===== config.mk =====
export PLATFORM = sky130hd
export DESIGN_NAME = cart_ddr_bridge
export DESIGN_NICKNAME = d
export VERILOG_FILES = /design/src/rtl/cart_ddr_bridge.sv
export SDC_FILE = /design/constraint.sdc
export NUM_CORES = 1
export LEC_CHECK = 0
export ABC_CLOCK_PERIOD_IN_PS = 2100
export CORE_MARGIN = 4
export CORE_UTILIZATION = 27
export DETAILED_ROUTE_END_ITERATION = 10
export GPL_TIMING_DRIVEN = 0
export HOLD_SLACK_MARGIN = 0.1
export SLEW_MARGIN = 20
export SYNTH_ARGS = -nofsm -noshare
export SYNTH_HDL_FRONTEND = slang
export SYNTH_SLANG_ARGS = --single-unit
export TNS_END_PERCENT = 1

===== constraint.sdc =====
create_clock -name CLK -period 2.1 [get_ports CLK]
set_input_delay 0.525 -clock CLK [delete_from_list [all_inputs] [get_ports CLK]]
set_output_delay 0.525 -clock CLK [all_outputs]
set_load 0.05 [all_outputs]

===== src/rtl/cart_ddr_bridge.sv =====
// cart_ddr_bridge: serves single-outstanding 16-bit cart requests from a 64-bit DDRAM burst port.
// Define CART_LINE_BUF_EN to add a one-line (64-bit) write-through read buffer.
module cart_ddr_bridge #(
    parameter logic [27:0] DDR_BASE = 28'h1000000
) (
    input  logic        CLK,
    input  logic        RST_N,
    input  logic [2:0]  MODE,
    input  logic [24:1] MEM_A,
    input  logic [15:0] MEM_DI,
    input  logic [1:0]  MEM_WE,
    input  logic        MEM_RD,
    output logic [15:0] MEM_DO,
    output logic        MEM_RDY,
    input  logic        DDRAM_BUSY,
    output logic [27:0] DDRAM_ADDR,
    output logic [7:0]  DDRAM_BURSTCNT,
    output logic        DDRAM_RD,
    output logic        DDRAM_WE,
    output logic [63:0] DDRAM_DIN,
    output logic [7:0]  DDRAM_BE,
    input  logic [63:0] DDRAM_DOUT,
    input  logic        DDRAM_DOUT_READY
);
    typedef enum logic [2:0] {IDLE, RD_CMD, RD_WAIT, WR_CMD, ACK} state_t;
    state_t state, state_nxt;

    logic [27:0] req_addr;
    logic [1:0]  req_lane;
    logic [7:0]  req_be;
    logic        wr_req, wr_allowed, rd_local;
    logic [1:0]  lane_q;
    logic [15:0] mem_do_nxt;
    logic        mem_rdy_nxt, ddram_rd_nxt, ddram_we_nxt, load_cmd;
    logic        buf_hit;
    logic [63:0] buf_data;

    // Lane 0 is the most significant halfword of the DDR word (big-endian bus).
    function automatic logic [15:0] lane_sel(input logic [63:0] w, input logic [1:0] l);
        case (l)
            2'd0:    return w[63:48];
            2'd1:    return w[47:32];
            2'd2:    return w[31:16];
            default: return w[15:0];
        endcase
    endfunction

    assign req_addr   = DDR_BASE + {6'd0, MEM_A[24:3]};
    assign req_lane   = MEM_A[2:1];
    assign req_be     = {6'd0, MEM_WE} << {~req_lane, 1'b0};
    assign wr_req     = |MEM_WE;
    assign wr_allowed = (MODE == 3'd2) || (MODE == 3'd3) || (MODE == 3'd4);
    assign rd_local   = (MODE == 3'd0);

`ifdef CART_LINE_BUF_EN
    logic [63:0] line_q;
    logic [27:0] tag_q;
    logic        line_vld;
    logic [2:0]  mode_q;
    logic [63:0] wr_data;

    assign wr_data  = {4{MEM_DI}};
    // MODE compare keeps a request issued together with a mode switch from hitting stale data.
    assign buf_hit  = line_vld && (MODE == mode_q) && (tag_q == req_addr);
    assign buf_data = line_q;

    always_ff @(posedge CLK) begin
        if (!RST_N) begin
            line_q   <= '0;
            tag_q    <= '0;
            line_vld <= 1'b0;
            mode_q   <= '0;
        end else begin
            mode_q <= MODE;
            if (state == RD_WAIT && DDRAM_DOUT_READY) begin
                line_q   <= DDRAM_DOUT;
                tag_q    <= DDRAM_ADDR;
                line_vld <= 1'b1;
            end else if (state == IDLE && wr_req && wr_allowed && tag_q == req_addr) begin
                for (int i = 0; i < 8; i++)
                    if (req_be[i]) line_q[8*i +: 8] <= wr_data[8*i +: 8];
            end
            if (MODE != mode_q) line_vld <= 1'b0;
        end
    end
`else
    assign buf_hit  = 1'b0;
    assign buf_data = '0;
`endif

    always_comb begin
        state_nxt    = state;
        mem_do_nxt   = MEM_DO;
        mem_rdy_nxt  = 1'b0;
        ddram_rd_nxt = DDRAM_RD;
        ddram_we_nxt = DDRAM_WE;
        load_cmd     = 1'b0;
        case (state)
            IDLE: begin
                if (wr_req) begin
                    if (wr_allowed) begin
                        load_cmd     = 1'b1;
                        ddram_we_nxt = 1'b1;
                        state_nxt    = WR_CMD;
                    end else begin
                        mem_rdy_nxt = 1'b1;
                        state_nxt   = ACK;
                    end
                end else if (MEM_RD) begin
                    if (rd_local) begin
                        mem_do_nxt  = 16'hFFFF;
                        mem_rdy_nxt = 1'b1;
                        state_nxt   = ACK;
                    end else if (buf_hit) begin
                        mem_do_nxt  = lane_sel(buf_data, req_lane);
                        mem_rdy_nxt = 1'b1;
                        state_nxt   = ACK;
                    end else begin
                        load_cmd     = 1'b1;
                        ddram_rd_nxt = 1'b1;
                        state_nxt    = RD_CMD;
                    end
                end
            end
            RD_CMD: begin
                if (!DDRAM_BUSY) begin
                    ddram_rd_nxt = 1'b0;
                    state_nxt    = RD_WAIT;
                end
            end
            RD_WAIT: begin
                if (DDRAM_DOUT_READY) begin
                    mem_do_nxt  = lane_sel(DDRAM_DOUT, lane_q);
                    mem_rdy_nxt = 1'b1;
                    state_nxt   = ACK;
                end
            end
            WR_CMD: begin
                if (!DDRAM_BUSY) begin
                    ddram_we_nxt = 1'b0;
                    mem_rdy_nxt  = 1'b1;
                    state_nxt    = ACK;
                end
            end
            ACK: begin
                // Hold here until the cart drops the request so it is not re-issued.
                if (!MEM_RD && MEM_WE == 2'b00) state_nxt = IDLE;
            end
            default: state_nxt = IDLE;
        endcase
    end

    always_ff @(posedge CLK) begin
        if (!RST_N) begin
            state          <= IDLE;
            MEM_DO         <= 16'hFFFF;
            MEM_RDY        <= 1'b0;
            DDRAM_RD       <= 1'b0;
            DDRAM_WE       <= 1'b0;
            DDRAM_BE       <= '0;
            DDRAM_DIN      <= '0;
            DDRAM_ADDR     <= '0;
            DDRAM_BURSTCNT <= 8'd1;
            lane_q         <= '0;
        end else begin
            state          <= state_nxt;
            MEM_DO         <= mem_do_nxt;
            MEM_RDY        <= mem_rdy_nxt;
            DDRAM_RD       <= ddram_rd_nxt;
            DDRAM_WE       <= ddram_we_nxt;
            DDRAM_BURSTCNT <= 8'd1;
            if (load_cmd) begin
                DDRAM_ADDR <= req_addr;
                lane_q     <= req_lane;
                if (wr_req) begin
                    DDRAM_BE  <= req_be;
                    DDRAM_DIN <= {4{MEM_DI}};
                end
            end
        end
    end
endmodule


== Yosys cells after proc, flatten, opt, wreduce, memory -nomap -nowiden ==
Index checks and enable logic that the tools add are counted.
Storage, ports and cells
  register bits: 124
  word-level logic and storage cells: 84
Operators by class
  add/sub/neg operators: 1
  eq/ne operators: 20
  shift-type cells: 1
  mux-type cells: 35
  bitwise operators: 1
  reductions and logical operators: 17
Operator list (count)
  $mux W16: 4
  $pmux W16 S3: 1
  $pmux W16 S2: 1
  $add A25 B22 Y26 const A: 1
  $mux W3: 8
  $ne A2 B2 Y1 const B: 10
  $mux W1: 17
  $pmux W3 S5: 1
  $reduce_and A5 Y1: 3
  $eq A3 B2 Y1 const B: 4
  $shl A2 B3 Y8: 1
  $eq A3 B3 Y1 const B: 2
  $logic_not A3 Y1: 2
  $reduce_bool A2 Y1: 3
  $logic_not A2 Y1: 2
  $pmux W1 S2: 2
  $reduce_and A4 Y1: 1
  $eq A3 B1 Y1 const B: 1
  $ne A3 B3 Y1 const B: 1
  $pmux W1 S3: 1
  $eq A2 B1 Y1 const B: 1
  $eq A2 B2 Y1 const B: 1
  $logic_or A1 B1 Y1: 2
  $not A2 Y2: 1
  other kinds (4): 4

== Logic depth before layout (Yosys ltp) ==
Gate-level depths: netlist of run 1.
  depth in word-level cells: 7
  gate-level depth with buffers: 7

== Worst setup path before layout of run 1 ==
Ideal clock, no wire load.
  path type: input to register
  start: input port MEM_WE[1]
  end: register DDRAM_ADDR[0]
  arrival: 1586 ps
  path slack: 442 ps
  stages: 6
  path buffers: 2
  cells stage by stage: or2_1 -> a31oi_1 -> o311a_1 -> buf_6 -> buf_6 -> mux2i_1
On the way
  word-level cells in the longest chain between the ends: 3
RTL lines
  start, declared: line 11  | input logic [1:0] MEM_WE,
  $reduce_or A2 Y1: line 51  | assign wr_req = |MEM_WE;
  $mux W1: line 100  | if (wr_req) begin
  $mux W1: line 98  | case (state)
  end signal, assigned: line 173  | DDRAM_ADDR <= req_addr;
  end, declared: line 16  | output logic [27:0] DDRAM_ADDR,
Every way passes these cells.
A chain may end at the register's enable or synchronous reset.

== Worst setup path in the final report of run 1 ==
  start: register DDRAM_BE[1]
  end: output port DDRAM_BE[1]
RTL lines
  start, declared: line 21  | output logic [7:0] DDRAM_BE,
  start signal, assigned: line 176  | DDRAM_BE <= req_be;
No word-level cell between the ends.

==> reports/summary.txt, run 1 <==
share of layout cells above drive strength 1 = 23.78%
Vias per Instance = 4.331
Starting Density = 27.99%
Final WS setup = 0.05725 ns
PwrDens = 883.1 mW/mm^2
CTS max path bufs = 2
arrival time worst endpoint = 1.52 ns
layout filler cell count = 1380
MaxCap Viol Count = 0
Max Slew Vio Count = 0
worst skew pair latency = 0.33 ns
die height = 128.6 um
gpl congestion = 0.7738
initial antenna violation count = 0
final wirelength = 12.80 mm
Startpoint Class = flop
grt total ovfl = 0
io pins = 241
drt wl/cell = 14.93 um
Hold Path Class = reg -> reg
Clock Sinks = 71
area of the multi-input gates = 0.001894 mm^2
core region area = 0.01404 mm^2
Max H-tree Level = 3
clk slew on worst S/H paths = 0.05 ns
CP peak stage delay = 0.83 ns
max_slew headroom = 59.26%
Area Growth Syn to Fin = 68.80%
sequential cell area = 0.001421 mm^2
Setup crit end kind = output port
post-CTS setup buffers = 0
Peak VDD IR = 0.4643 mV
Root Driver = clkbuf_16
Power Total = 5.858 mW
Final Hold Fails = 0
mapped cell area = 0.003930 mm^2
WS Path Type = reg -> out
die area = 0.01655 mm^2
fmax = 489.5 MHz
unrepaired setup endpoints after global routing = true
Final setup viols = 0
global-route wire length before repair = 19.54 mm
DRC errors left = 0
worst slew pin tran = 0.6111 ns
port bufs = 227
placement-stage worst setup slack = -0.2933 ns
DR vias = 3712
NumNets Final = 786
sequential area share after synthesis = 36.17%
largest net degree at the start of global routing = 12
Setup Skew = 0.004393 ns
First-pass DRT Iterations = 4
asr flop ratio synth = 0%
CP top delay family = buffers and inverters
Die X-Extent = 128.6 um
CTS Buf Count = 9
Worst path slowest cell = clkdlybuf4s50_1
Cell Rows = 43
syn_area_per_cell = 9.291 um^2
vias in the first global route = 3949
number of diodes = 0
Synth Warn # = 0
FF+latch count, synth = 71
HPWL after detailed placement = 10.31 mm
Post-synth EDFFs = 0
distinct cell type count after synthesis = 47
Initial DRC Count = 87
GRT Resource Usage Total = 14.98%
TritonCTS clock tree = built
Main synth FF type = dfxtp_1
status = completed
Crit Path Max Fanout = 2
Tcrit/Tclk final = 97.27%
worst endpoint required time = 1.57 ns
Crit path buffers/inverters = 1
worst-path cell chain = clkdlybuf4s50_1
Final ANT Viol Nets = 0
fin crit period = 2.043 ns
synthesized instance count = 423
Lkg Pwr = 2.911 nW
## worst paths after layout
check,startpoint,slack (ns),cells after the start,end
max,DDRAM_BE[1],0.06,1,DDRAM_BE[1]
min,DDRAM_BE[6],0.45,2,DDRAM_BE[6]
max reg2reg,lane_q[1],0.41,5,MEM_DO[10]
min reg2reg,DDRAM_BE[6],0.45,2,DDRAM_BE[6]
## final cells by class
cell class / count / share of cell area (%)
multi-input combinational: 271 / 28.56
clock buffer: 12 / 3.716
tap: 180 / 3.395
timing repair buffer: 227 / 32.27
sequential: 71 / 21.43
clock inverter: 4 / 0.6790
inverter: 1 / 0.05658
buffer: 91 / 9.902
## where the power goes
part           internal [mW]  switching [mW]  leakage [nW]
Clock                  0.946           0.564         0.146
Combinational           1.12            1.59          2.19
Sequential              1.52           0.119         0.579
Total                   3.58            2.27          2.91
## per-stage QoR
stage	area [um^2]	std cells	setup TNS, ns	hold WS (ns)	utilization [%]
2_1_floorplan	3971	434	0	0.5909	-
3_3_place_gp	6469	841	-9.776	0.4388	46.07
3_5_place_dp	6469	841	-11.07	0.4431	46.07
4_1_cts	6624	857	0	0.4510	47.17
5_1_grt	6634	857	-0.1327	0.4710	47.24
6_report	6634	857	0	0.4490	47.24
## synth_stat cells, types with 2 or more instances
cell | n | share of area (%)
clkbuf_1 | 13 | 1.2
nor2_1 | 23 | 2.2
a21oi_1 | 2 | 0.25
nor2b_1 | 19 | 3.0
mux4_2 | 16 | 9.2
a31oi_1 | 2 | 0.32
o21a_1 | 2 | 0.38
a21boi_1 | 24 | 4.6
buf_6 | 5 | 1.4
buf_8 | 2 | 0.76
nand4b_1 | 4 | 0.89
nor3b_1 | 2 | 0.38
nand2_1 | 90 | 8.6
buf_4 | 65 | 12
nand3_1 | 4 | 0.51
conb_1 | 2 | 0.19
nand4_1 | 2 | 0.32
dfxtp_1 | 71 | 36
o21ai_0 | 3 | 0.38
mux2i_1 | 40 | 10
buf_2 | 4 | 0.51
nor3_1 | 3 | 0.38
## cell usage in the layout (no fill, tap or decap), types with 3 or more instances in the layout
master	instances
clkbuf_16	9
clkbuf_1	13
buf_2	4
buf_4	112
nor3_1	3
nand4b_1	4
clkdlybuf4s50_1	163
mux2i_1	40
nor2_1	23
mux4_2	16
buf_8	3
a21boi_1	24
buf_6	4
o21ai_0	3
dfxtp_1	71
nand2_1	90
nand3_1	4
nor2b_1	19
conb_1	13
clkinv_2	3
dlygate4sd2_1	15
## state kept, by name, summed over array words and instances, names as in the netlist
signal and cells:
DDRAM_ADDR 23, DDRAM_DIN 16, MEM_DO 16, DDRAM_BE 8
state 3, lane_q 2, DDRAM_RD 1, DDRAM_WE 1
MEM_RDY 1
## kinds of logic after synthesis
kind of cell / share of synthesized area (%)
flip-flops: 36.17
AO/OA/AOI/OAI: 8.086
buffers and inverters: 16.68
other: 0.1911
multiplexers: 19.36
AND/OR/NAND/NOR: 19.52
## layer usage
metal  vias up  global-route usage, %  wire (um)
met2       173                  26.80       6456
met4         0                  5.250        223
met3        17                  6.268       1442
li1       1849                      -          -
met5         -                      0          0
met1      1673                  15.75       4676
## what timing repair did
action | CTS | global route
hold buffers | 0 | 0
setup endpoints to repair | 62 | 26
gates cloned | 0 | 0
gates resized for setup | 62 | 6
(Power assumes the default switching activity.)
==> inputs of run 2 (changes only) <==
--- a/config.mk
+++ b/config.mk
@@ -11,6 +11,7 @@
 export DETAILED_ROUTE_END_ITERATION = 10
 export GPL_TIMING_DRIVEN = 0
 export HOLD_SLACK_MARGIN = 0.1
+export SKIP_CTS_REPAIR_TIMING = 1
 export SLEW_MARGIN = 20
 export SYNTH_ARGS = -nofsm -noshare
 export SYNTH_HDL_FRONTEND = slang
==> constraint.sdc (replaced) <==
create_clock -name CLK -period 2.1 [get_ports CLK]
set_input_delay 0.63 -clock CLK [delete_from_list [all_inputs] [get_ports CLK]]
set_output_delay 0.63 -clock CLK [all_outputs]
set_load 0.05 [all_outputs]
==> run 2 against run 1 <==
Effect of this change:
- clock skew up 0.0013 ns
- cell count unchanged
- critical endpoint is now DDRAM_DIN[52]
- setup slack worse by 0.015 ns
- register-to-register slack about the same
- sequential power about the same
- clock-buffer cell count unchanged
- critical path depth up 5
- design area up 3.0%
- total power up 0.51%
- critical path type is now in -> reg
- flip-flop and latch count unchanged
==> reports/summary.txt, run 2 (same netlist as run 1, synthesis figures left out) <==
Max H-tree Level = 3
placed cell area = 0.006469 mm^2
Startpoint Class = input port
r2r endpoint = MEM_DO[10]
Final Hold Fails = 0
fmax = 485.9 MHz
worst-case reg-to-reg path depth = 5
Final ANT Viol Nets = 0
hold depth = 2
TritonCTS clock tree = built
DRC errors left = 0
Setup crit end kind = flop
Area Growth Syn to Fin = 73.86%
Starting Density = 27.99%
CTS max path bufs = 2
sequential cell area = 0.001421 mm^2
final wirelength = 12.95 mm
status = completed
MaxCap Viol Count = 0
number of diodes = 0
initial antenna violation count = 0
Lkg Pwr = 3.692 nW
WS Path Type = in -> reg
Initial DRC Count = 75
unrepaired setup endpoints after global routing = true
number of flip-flops in the largest register = 23
commonest non-fill, non-tap cell in the layout = clkdlybuf4s50_1
layout filler cell count = 1352
Post-Route Utilization = 48.66%
Cell Rows = 43
gpl congestion = 0.7738
hold_ws = 0.4463 ns
die area = 0.01655 mm^2
max_slew headroom = 60.16%
hold_sp = DDRAM_BE[6]
grt total ovfl = 0
worst endpoint required time = 2.37 ns
NumNets Final = 786
Reg2Reg Launch Point = lane_q[1]
clk slew on worst S/H paths = 0.06 ns
First-pass DRT Iterations = 4
Reg2Reg Setup Slack = 0.42 ns
io pins = 241
drt wl/cell = 15.11 um
Peak VDD IR = 0.4643 mV
Max Slew Vio Count = 0
vias in the first global route = 3947
Setup Skew = 0.005652 ns
HPWL after detailed placement = 10.31 mm
Design Area, Final = 0.006833 mm^2
global-route wire length before repair = 19.52 mm
most frequent cells in the layout = 113 x clkdlybuf4s50_1, 111 x buf_4, 90 x nand2_1
Power Total = 5.888 mW
DR vias = 3723
Root Driver = clkbuf_16
largest net degree at the start of global routing = 12
CTS Buf Count = 9
port bufs = 227
Hold Path Class = reg -> reg
share of layout cells above drive strength 1 = 24.08%
PwrDens = 861.8 mW/mm^2
Hold Path End = DDRAM_BE[6]
fin crit period = 2.058 ns
Tcrit/Tclk final = 98.00%
worst skew pair latency = 0.34 ns
Clock Sinks = 71
die height = 128.6 um
core region area = 0.01404 mm^2
worst slew pin tran = 0.5977 ns
area of the multi-input gates = 0.001897 mm^2
arrival time worst endpoint = 2.32 ns
Final setup viols = 0
GRT Resource Usage Total = 14.97%
biggest regs = DDRAM_ADDR: 23 flops, DDRAM_DIN: 16 flops, MEM_DO: 16 flops
Crit Path Max Fanout = 10
Largest Register = DDRAM_ADDR
Die X-Extent = 128.6 um
Vias per Instance = 4.344
[run 2: area by class of cell]
class                   instances  share of cell area (%)
plain buffers                  91                   9.833
clock inverters                 4                  0.6592
multi-input cells             271                   27.76
flip-flops and latches         71                   20.80
clock buffers                  12                   3.607
repair buffers                227                   33.99
well taps                     180                   3.296
inverters                       1                 0.05494
[run 2: report_power, final]
| group | total (mW) | switching [mW] | internal (mW) |
|---|---|---|---|
| Sequential | 1.63 | 0.115 | 1.52 |
| Combinational | 2.74 | 1.59 | 1.15 |
| Clock | 1.51 | 0.568 | 0.946 |
[run 2: per-layer routing]
layer  share of wire (%)  wire (um)  track usage (%)
met3                  11       1445            6.227
met4                 1.8        227            5.250
met1                  37       4776            15.72
met2                  50       6500            26.83
met5                   0          0                0
[run 2: worst max path at each step]
| stage | from | endpoint | slack (ns) | depth (start not counted) |
|---|---|---|---|---|
| 2_1_floorplan | MEM_WE[1] | DDRAM_ADDR[0] | 0.34 | 6 |
| 3_3_place_gp | RST_N | DDRAM_ADDR[11] | -0.38 | 5 |
| 4_1_cts | DDRAM_DIN[47] | DDRAM_DIN[47] | -0.24 | 2 |
| 3_5_place_dp | RST_N | DDRAM_ADDR[13] | -0.40 | 5 |
| 6_report | MODE[1] | DDRAM_DIN[52] | 0.04 | 6 |
| 5_1_grt | MODE[1] | DDRAM_BE[1] | -0.14 | 6 |
[run 2: per-stage QoR]
step                std cells  TNS (ns)  setup slack, ns
floorplan                 434         0           0.3371
global placement          841    -16.54          -0.3783
detailed placement        841    -17.91          -0.3983
CTS                       857    -13.85          -0.2394
global route              857    -2.932          -0.1403
finish                    857         0          0.04200
[run 2: worst max-delay path: stages]
cell             delay, ns
clkdlybuf4s50_1       0.51
nor2b_1               0.21
o211ai_2              0.33
clkbuf_1              0.40
nand2_1               0.10
a21boi_1              0.14
==> inputs of run 3 (changes only) <==
--- a/config.mk
+++ b/config.mk
@@ -5,7 +5,7 @@
 export SDC_FILE = /design/constraint.sdc
 export NUM_CORES = 1
 export LEC_CHECK = 0
-export ABC_CLOCK_PERIOD_IN_PS = 2100
+export ABC_CLOCK_PERIOD_IN_PS = 1900
 export CORE_MARGIN = 4
 export CORE_UTILIZATION = 27
 export DETAILED_ROUTE_END_ITERATION = 10
==> constraint.sdc (replaced) <==
create_clock -name CLK -period 1.9 [get_ports CLK]
set_input_delay 0.57 -clock CLK [delete_from_list [all_inputs] [get_ports CLK]]
set_output_delay 0.57 -clock CLK [all_outputs]
set_load 0.05 [all_outputs]
==> run 3 against run 2 <==
Effect of this change:
- the run now ends with negative setup slack left
- first-iteration DRC count fell by 9.3%
- total power rose by 11%
- critical path depth did not move
- non-clock buffer count did not move
- clock-buffer cell count did not move
- setup slack got worse by 0.16 ns
- die area did not move
- clock power rose by 11%
- clock skew barely moved
- utilization rose by 0.14 points
- largest cell class unchanged
==> reports/summary.txt, run 3 (same netlist as run 1, synthesis figures left out) <==
gpl congestion = 0.7738
Final Hold Fails = 0
Power Total = 6.514 mW
Lkg Pwr = 3.741 nW
Initial DRC Count = 68
CTS Buf Count = 9
Area Growth Syn to Fin = 74.37%
crit path from = MODE[1]
DRC errors left = 0
placed insts = 841
area of the multi-input gates = 0.001902 mm^2
grt total ovfl = 0
highest metal used = met4
worst endpoint required time = 2.17 ns
WL met1 = 4.813 mm
First-pass DRT Iterations = 4
arrival time worst endpoint = 2.29 ns
met2 wire length = 6.531 mm
max_slew headroom = 60.60%
die height = 128.6 um
die area = 0.01655 mm^2
biggest regs = DDRAM_ADDR: 23 flops, DDRAM_DIN: 16 flops, MEM_DO: 16 flops
Cell Rows = 43
drt wl/cell = 15.16 um
number of diodes = 0
DR vias = 3733
Internal Power = 3.992 mW
Tcrit/Tclk final = 106.5%
layout filler cell count = 1341
WS Path Type = in -> reg
violated checks = negative setup slack
Max Slew Vio Count = 0
NumNets Final = 786
clock power share = 25.8%
setup TNS = -3.167 ns
Setup Skew = 0.005688 ns
worst slew pin tran = 0.5910 ns
Final setup viols = 41
worst-path cell chain = clkdlybuf4s50_1 > nor2b_1 > o211ai_2 > clkbuf_1 > nand2_1 > a21boi_1
vias in the first global route = 3947
fmax = 494.4 MHz
hold_ws = 0.4463 ns
Reg2Reg Launch Point = lane_q[1]
core region area = 0.01404 mm^2
Worst path slowest cell = clkdlybuf4s50_1
worst skew pair latency = 0.34 ns
Vias per Instance = 4.356
clk slew on worst S/H paths = 0.06 ns
initial antenna violation count = 0
Startpoint Class = input port
share of layout cells above drive strength 1 = 23.78%
Die X-Extent = 128.6 um
Hold Path Class = reg -> reg
CTS max path bufs = 2
fin crit period = 2.023 ns
TritonCTS clock tree = built
status = complete, but fails checks
Largest Register = DDRAM_ADDR
Crit Path Max Fanout = 10
commonest non-fill, non-tap cell in the layout = clkdlybuf4s50_1
Final ANT Viol Nets = 0
global-route wire length before repair = 19.52 mm
CP peak stage delay = 0.51 ns
met3 wire len = 1.413 mm
Root Driver = clkbuf_16
Final WS setup = -0.1227 ns
sw frac = 38.72%
Peak VDD IR = 0.5132 mV
io pins = 241
Psw = 2.522 mW
port bufs = 227
most frequent cells in the layout = 113 x clkdlybuf4s50_1, 108 x buf_4, 90 x nand2_1
number of flip-flops in the largest register = 23
Clock Sinks = 71
Starting Density = 27.99%
unrepaired setup endpoints after global routing = true
combinational share of power = 46.5%
sequential cell area = 0.001421 mm^2
non-filler cells, final = 857
Max H-tree Level = 3
Crit path buffers/inverters = 2
CP top delay family = buffers and inverters
power share of the sequential group = 27.7%
HPWL after detailed placement = 10.31 mm
hold_sp = DDRAM_BE[6]
PwrDens = 950.5 mW/mm^2
MaxCap Viol Count = 0
final wirelength = 12.99 mm
largest net degree at the start of global routing = 12
Setup crit end kind = flop
GRT Resource Usage Total = 14.97%
==> run 3: worst min-delay path: stages, from the launching register on <==
cell and delay (ns):
dfxtp_1 0.30, nand2_1 0.05, a21boi_1 0.05
==> run 3: routing by layer <==
metal | vias up | track usage (%)
met3 | 18 | 6.227
met2 | 175 | 26.83
met5 | - | 0
met1 | 1683 | 15.72
met4 | 0 | 5.250
li1 | 1857 | -
==> run 3: layout make-up <==
type	count	area share, %
repair buffers	227	34.11
multi-input cells	271	27.75
flip-flops and latches	71	20.74
plain buffers	91	9.805
clock buffers	12	3.597
well taps	180	3.286
clock inverters	4	0.6573
inverters	1	0.05477
==> run 3: metrics by stage <==
stage / utilization (%) / cell area (um^2) / setup WS (ns)
floorplan: - / 3971 / 0.1971
global placement: 46.07 / 6469 / -0.5183
detailed placement: 46.07 / 6469 / -0.5383
CTS: 48.14 / 6760 / -0.3794
global route: 48.80 / 6853 / -0.2921
finish: 48.80 / 6853 / -0.1227
==> run 3: worst paths after layout <==
kind | endpoint | slack, ns | cells after the start
setup / recovery | DDRAM_DIN[52] | -0.12 | 6
hold / removal | DDRAM_BE[6] | 0.45 | 2
setup reg to reg | MEM_DO[10] | 0.20 | 5
hold reg to reg | DDRAM_BE[6] | 0.45 | 2
==> run 3: power by group through the flow <==
| stage | logic, mW | clock network, mW | registers (mW) |
|---|---|---|---|
| after global placement | 3.04 | 0 | 1.83 |
| after global routing | 3.21 | 1.79 | 1.83 |
| final | 3.03 | 1.68 | 1.80 |
| after floorplan | 1.56 | 0 | 2.36 |
| after CTS | 3.08 | 1.73 | 1.82 |
| after detailed placement | 3.07 | 0 | 1.84 |
